$ cat src/rtl/sata_pkg.sv
// Shared SATA PHY constants: primitive words, K28.3 marker byte and the OOB state encoding.
package sata_pkg;

    localparam logic [31:0] ALIGN_P    = 32'h7B4A4ABC;
    localparam logic [31:0] SYNC_P     = 32'hB5B5957C;
    localparam logic [31:0] D10_2_P    = 32'h4A4A4A4A;
    localparam logic [3:0]  ALIGN_K    = 4'b0001;
    localparam logic [7:0]  K28_3_MASK = 8'h7C;

    typedef enum logic [3:0] {
        S_RESET        = 4'd0,
        S_COMRESET     = 4'd1,
        S_WAIT_COMINIT = 4'd2,
        S_COMWAKE      = 4'd3,
        S_WAIT_COMWAKE = 4'd4,
        S_WAIT_ALIGN   = 4'd5,
        S_SEND_ALIGN   = 4'd6,
        S_READY        = 4'd7
    } oob_state_t;

endpackage

$ cat src/rtl/sata_oobctrl.sv
// Host-side SATA OOB sequencer: COMRESET/COMWAKE handshake, ALIGN speed negotiation
// and hand-over of the transmitter to the link layer after three non-ALIGN primitives.
module sata_oobctrl
    import sata_pkg::*;
#(
    parameter logic [23:0] P_RESET_WAIT   = 24'd150000,
    parameter logic [23:0] P_COMWAKE_WAIT = 24'd150000,
    parameter logic [23:0] P_ALIGN_WAIT   = 24'd132000
) (
    input  logic        i_clk,
    input  logic        i_reset_n,
    input  logic        i_tx_comfinish,
    input  logic        i_rx_cominit_det,
    input  logic        i_rx_comwake_det,
    input  logic        i_rx_valid,
    input  logic [31:0] i_rx_data,
    input  logic [3:0]  i_rx_charisk,
    input  logic [31:0] i_link_data,
    input  logic [3:0]  i_link_charisk,
    output logic        o_tx_cominit,
    output logic        o_tx_comwake,
    output logic        o_tx_elecidle,
    output logic [31:0] o_tx_data,
    output logic [3:0]  o_tx_charisk,
    output logic        o_link_up,
    output logic [3:0]  o_state,
    output logic [7:0]  o_retries
);

    oob_state_t  state_reg, state_next;
    logic [23:0] timer_reg;
    logic [23:0] timer_limit;
    logic        timer_expired;
    logic        timeout;
    logic        entering;
    logic        comwake_seen_reg;
    logic [1:0]  sync_cnt_reg;
    logic        rx_align;
    logic        rx_prim;
    logic        cominit_reg;
    logic        comwake_reg;
    logic        elecidle_reg;
    logic [31:0] tx_data_reg;
    logic [3:0]  tx_charisk_reg;
    logic        link_up_reg;
    logic [7:0]  retries_reg;

    always_comb begin
        timer_limit = P_RESET_WAIT;
        case (state_reg)
            S_WAIT_COMWAKE:             timer_limit = P_COMWAKE_WAIT;
            S_WAIT_ALIGN, S_SEND_ALIGN: timer_limit = P_ALIGN_WAIT;
            default:                    timer_limit = P_RESET_WAIT;
        endcase
        timer_expired = (timer_reg == timer_limit - 24'd1);

        rx_align = i_rx_valid && (i_rx_charisk == ALIGN_K) && (i_rx_data == ALIGN_P);
        rx_prim  = i_rx_valid && i_rx_charisk[0] && (i_rx_data[7:0] == K28_3_MASK) && !rx_align;

        // A comfinish arriving while our own request pulse is still out is stale.
        state_next = state_reg;
        case (state_reg)
            S_RESET:        state_next = S_COMRESET;
            S_COMRESET:     if (i_tx_comfinish && !cominit_reg) state_next = S_WAIT_COMINIT;
            S_WAIT_COMINIT: if (i_rx_cominit_det) state_next = S_COMWAKE;
            S_COMWAKE:      if (i_tx_comfinish && !comwake_reg) state_next = S_WAIT_COMWAKE;
            S_WAIT_COMWAKE: if (comwake_seen_reg && !i_rx_comwake_det) state_next = S_WAIT_ALIGN;
            S_WAIT_ALIGN:   if (rx_align) state_next = S_SEND_ALIGN;
            S_SEND_ALIGN:   if (rx_prim && sync_cnt_reg == 2'd2) state_next = S_READY;
            S_READY:        if (i_rx_cominit_det) state_next = S_COMWAKE;
            default:        state_next = S_RESET;
        endcase

        // Timeout only applies when no event moved us this cycle.
        timeout = (state_reg != S_RESET) && (state_reg != S_READY)
                  && (state_next == state_reg) && timer_expired;
        if (timeout)
            state_next = S_COMRESET;

        entering = (state_next != state_reg) || timeout;
    end

    always_ff @(posedge i_clk) begin
        if (!i_reset_n) begin
            state_reg        <= S_RESET;
            timer_reg        <= '0;
            comwake_seen_reg <= 1'b0;
            sync_cnt_reg     <= '0;
            cominit_reg      <= 1'b0;
            comwake_reg      <= 1'b0;
            elecidle_reg     <= 1'b1;
            tx_data_reg      <= '0;
            tx_charisk_reg   <= '0;
            link_up_reg      <= 1'b0;
            retries_reg      <= '0;
        end else begin
            state_reg <= state_next;
            timer_reg <= (entering || state_next == S_READY) ? 24'd0 : timer_reg + 24'd1;

            if (entering)
                comwake_seen_reg <= 1'b0;
            else if (state_reg == S_WAIT_COMWAKE && i_rx_comwake_det)
                comwake_seen_reg <= 1'b1;

            if (entering)
                sync_cnt_reg <= '0;
            else if (state_reg == S_SEND_ALIGN && i_rx_valid)
                sync_cnt_reg <= rx_prim ? sync_cnt_reg + 2'd1 : 2'd0;

            cominit_reg  <= (state_next == S_COMRESET) && entering;
            comwake_reg  <= (state_next == S_COMWAKE) && entering;
            elecidle_reg <= !(state_next inside {S_WAIT_ALIGN, S_SEND_ALIGN, S_READY});
            link_up_reg  <= (state_next == S_READY);

            case (state_next)
                S_WAIT_ALIGN: begin
                    tx_data_reg    <= D10_2_P;
                    tx_charisk_reg <= 4'b0000;
                end
                S_SEND_ALIGN: begin
                    tx_data_reg    <= ALIGN_P;
                    tx_charisk_reg <= ALIGN_K;
                end
                S_READY: begin
                    tx_data_reg    <= i_link_data;
                    tx_charisk_reg <= i_link_charisk;
                end
                default: begin
                    tx_data_reg    <= '0;
                    tx_charisk_reg <= '0;
                end
            endcase

            if (timeout && retries_reg != 8'hFF)
                retries_reg <= retries_reg + 8'd1;
        end
    end

    assign o_tx_cominit  = cominit_reg;
    assign o_tx_comwake  = comwake_reg;
    assign o_tx_elecidle = elecidle_reg;
    assign o_tx_data     = tx_data_reg;
    assign o_tx_charisk  = tx_charisk_reg;
    assign o_link_up     = link_up_reg;
    assign o_state       = state_reg;
    assign o_retries     = retries_reg;

endmodule

$ cat config.mk
export PLATFORM = sky130hd
export DESIGN_NAME = sata_oobctrl
export DESIGN_NICKNAME = d
export VERILOG_FILES = /design/src/rtl/sata_pkg.sv /design/src/rtl/sata_oobctrl.sv
export SDC_FILE = /design/constraint.sdc
export NUM_CORES = 1
export LEC_CHECK = 0
export CAP_MARGIN = 20
export CELL_PAD_IN_SITES_DETAIL_PLACEMENT = 0
export CELL_PAD_IN_SITES_GLOBAL_PLACEMENT = 1
export CORE_UTILIZATION = 32
export CTS_CLUSTER_DIAMETER = 40
export CTS_CLUSTER_SIZE = 30
export DETAILED_ROUTE_END_ITERATION = 10
export GPL_TIMING_DRIVEN = 0
export HOLD_SLACK_MARGIN = 0.1
export PLACE_DENSITY_LB_ADDON = 0.3
export SLEW_MARGIN = 20
export SYNTH_ARGS = -nofsm -noshare
export SYNTH_HDL_FRONTEND = slang
export SYNTH_SLANG_ARGS = --single-unit
export TNS_END_PERCENT = 20
$ cat constraint.sdc
create_clock -name i_clk -period 3.4 [get_ports i_clk]
set_input_delay 0.34 -clock i_clk [delete_from_list [all_inputs] [get_ports i_clk]]
set_output_delay 0.34 -clock i_clk [all_outputs]
set_load 0.1 [all_outputs]
==> results.json <==
{
  "post_cts_buffers": 0,
  "antenna_cells": 0,
  "gp_congestion": 0.804,
  "power_density_mw_per_mm2": 340,
  "max-clock-path-buffers": 2,
  "drc_errors": 0,
  "synthCells": 409,
  "grt_max_degree": 14,
  "n_fill_cell": 1087,
  "min_path_type": "flop to flop",
  "pwr-share-clk_pct": 36.7,
  "synthXorXnorAreaFrac_pct": 5.43,
  "drive_above_1_share_pct": 6.32,
  "p_leak_nw": 1.80,
  "crit_required_ns": 3.62,
  "cts_hold_buf": 0,
  "grt_pass1_vias": 3278,
  "relSlewSlack_pct": 33.3,
  "r2r-start": "o_state[0]$_SDFF_PN0_",
  "setup_viol": 0,
  "hold_end": "timer_reg[0]$_SDFF_PP0_",
  "yosysUniqueCellTypes": 51,
  "via_per_inst": 4.94,
  "clkTransAtPathRegs_ns": 0.07,
  "reg2reg_depth": 7,
  "postRouteAntennaNets": 0,
  "die_h_um": 107,
  "ys.flop_type": "dfxtp_1",
  "nNetsFinal": 630,
  "final_common_cell": "clkdlybuf4s50_1",
  "synthMuxAreaShare_pct": 1.98,
  "ys_async_sr_fraction_pct": 0,
  "dieArea_sq_mm": 0.0115,
  "start_util_pct": 32.7,
  "htree_levels": 3,
  "intPower_mw": 1.34,
  "vdd_drop_max_mv": 0.131,
  "netlist.area_leader.share_pct": 44.6,
  "synth_top_cell_by_area": "dfxtp_1",
  "synth_area_per_cell_sq_um": 8.67,
  "drv_cap": 0,
  "switching_power_uw": 430,
  "drt_iter0_drc": 183,
  "setup_slack_ns": 0.474,
  "dpl_cell_area_sq_mm": 0.00501,
  "rsz0062_at_grt": "no",
  "synth_seq_area_share_pct": 44.6,
  "syn_area_sq_mm": 0.00355,
  "routed_wl_um": 9290,
  "hold_violations": 0,
  "status": "complete, no violations",
  "ys_ff_latch": 79,
  "layout_common_cells": "clkdlybuf4s50_1, dfxtp_1, nor3_1",
  "die_x_um": 107,
  "core-area_sq_mm": 0.0108,
  "largest_reg_flops": 32,
  "synthAdderAreaFrac_pct": 1.06,
  "ff2ff_setup_slack_ns": 0.50,
  "place_ws_ns": 0.0877,
  "num_vias": 3429,
  "startpoint": "i_rx_valid",
  "cp.arrival_ns": 3.15,
  "area_growth_pct": 46.6,
  "cts_sinks": 79,
  "yosys.area_share.simple_pct": 30.2,
  "tritoncts": "done",
  "synthTopCellsByArea": "dfxtp_1, nor3_1, xor2_1",
  "portBuffers": 129,
  "holdCritStartpoint": "timer_reg[0]$_SDFF_PP0_",
  "hold_depth": 1,
  "crit_type": "input pin to flop",
  "crit_path_start_kind": "input pin",
  "std_cell_rows": 38,
  "grt_first_pass_wirelength_um": 15200,
  "grt_usage_pct": 16.8,
  "critPathMaxFanout": 10,
  "final_max_slew_viol_count": 0,
  "tightest_slew_ns": 0.997,
  "final_area_sq_mm": 0.00520,
  "antenna_found_initial": 0,
  "hold_slack_ns": 0.468,
  "synth_edf_count": 0,
  "root_buffer": "clkbuf_8",
  "finalCriticalPeriod_ns": 2.93,
  "numCtsBuffers": 9,
  "timing.fmax_ghz": 0.342,
  "synth_top_family_by_area": "simple AND/OR/NAND/NOR gates",
  "min_period_over_period_pct": 86.1,
  "post_cts_resized": 0,
  "dp_hpwl_um": 7210,
  "p_comb_share_pct": 10.6,
  "synth-compound-area-share_pct": 9.77,
  "syn_nets": 490,
  "yosysWarnings": 0,
  "drt_pre_antenna_iters": 4,
  "endpoint_kind": "flop",
  "power_frac_seq_pct": 52.7,
  "p_sw_share_pct": 24.3,
  "skew_ns": 0.0161,
  "overflow": 0,
  "clk_latency_ns": 0.36,
  "ios": 130,
  "reg2reg_to": "timer_reg[20]$_SDFF_PP0_",
  "final.setup.tns_ns": 0,
  "wl_per_cell_um": 13.4
}
[worst max path at each step]
stage                     cells past startpoint                  endpoint
after floorplan                               9  timer_reg[10]$_SDFF_PP0_
after global placement                        9  o_tx_data[11]$_SDFF_PN0_
after detailed placement                      8  timer_reg[23]$_SDFF_PP0_
after CTS                                     8  timer_reg[21]$_SDFF_PP0_
after global routing                          8  timer_reg[22]$_SDFF_PP0_
final                                         8  timer_reg[20]$_SDFF_PP0_
[routing by layer]
layer | track usage, % | vias up | share of wire [%]
met1 | 20.9 | 1553 | 45
met5 | 0 | - | 0
li1 | - | 1734 | -
met2 | 27.6 | 131 | 45
met3 | 4.54 | 11 | 8.3
met4 | 6.46 | 0 | 1.5
[cells in the mapped netlist (4+ instances only)]
master / n
mux2i_1: 7
inv_1: 33
dfxtp_1: 79
a211oi_1: 16
nor4b_1: 5
nand4_1: 10
buf_2: 7
nand2b_1: 9
or4_1: 5
nor3b_1: 4
nand2_1: 20
a21oi_1: 12
nor4_1: 10
nor2b_1: 4
nor3_1: 58
nor2_1: 24
xnor2_1: 7
and3_1: 4
nand3_1: 17
nand4bb_1: 4
clkbuf_1: 11
xor2_1: 15
[cells by family (layout without fill, tap and decap cells)]
family	count (synthesis)	count (layout)
other cells	1	1
mux	7	7
simple gates	192	192
xor+xnor	22	22
compound gates	49	49
buf+inv	56	201
flops	79	79
fa+ha+maj	3	3
[power by group through the flow]
stage	clock network (mW)	registers, mW	logic, mW
2_1_floorplan	0	0.972	0.0589
3_3_place_gp	0	0.955	0.187
3_5_place_dp	0	0.954	0.189
4_1_cts	0.672	0.932	0.190
5_1_grt	0.723	0.933	0.204
6_report	0.649	0.932	0.188
[metrics by stage]
stage	util (%)	power, mW	cells
final	48.0	1.77	694
after global routing	48.0	1.86	694
after CTS	48.0	1.79	694
after detailed placement	46.2	1.14	678
after global placement	46.2	1.14	678
after floorplan	-	1.03	409
[layout make-up]
| cell class | count | area, sq um | share of cell area [%] |
|---|---|---|---|
| tap | 140 | 175 | 3.37 |
| sequential | 79 | 1580 | 30.4 |
| multi-input combinational | 274 | 1720 | 33.1 |
| clock buffer | 12 | 155 | 2.98 |
| clock inverter | 4 | 30.0 | 0.578 |
| inverter | 33 | 124 | 2.38 |
| timing repair buffer | 129 | 1290 | 24.8 |
| buffer | 23 | 119 | 2.29 |
[critical path, cell delays in order]
cell	delay, ns
clkdlybuf4s50_1	0.49
nand4bb_1	0.12
nor4_1	0.46
and3_1	0.32
a21oi_1	0.23
nor3_1	0.63
clkbuf_1	0.45
nor3_1	0.10
No activity file was read; power rests on OpenSTA's default activity.
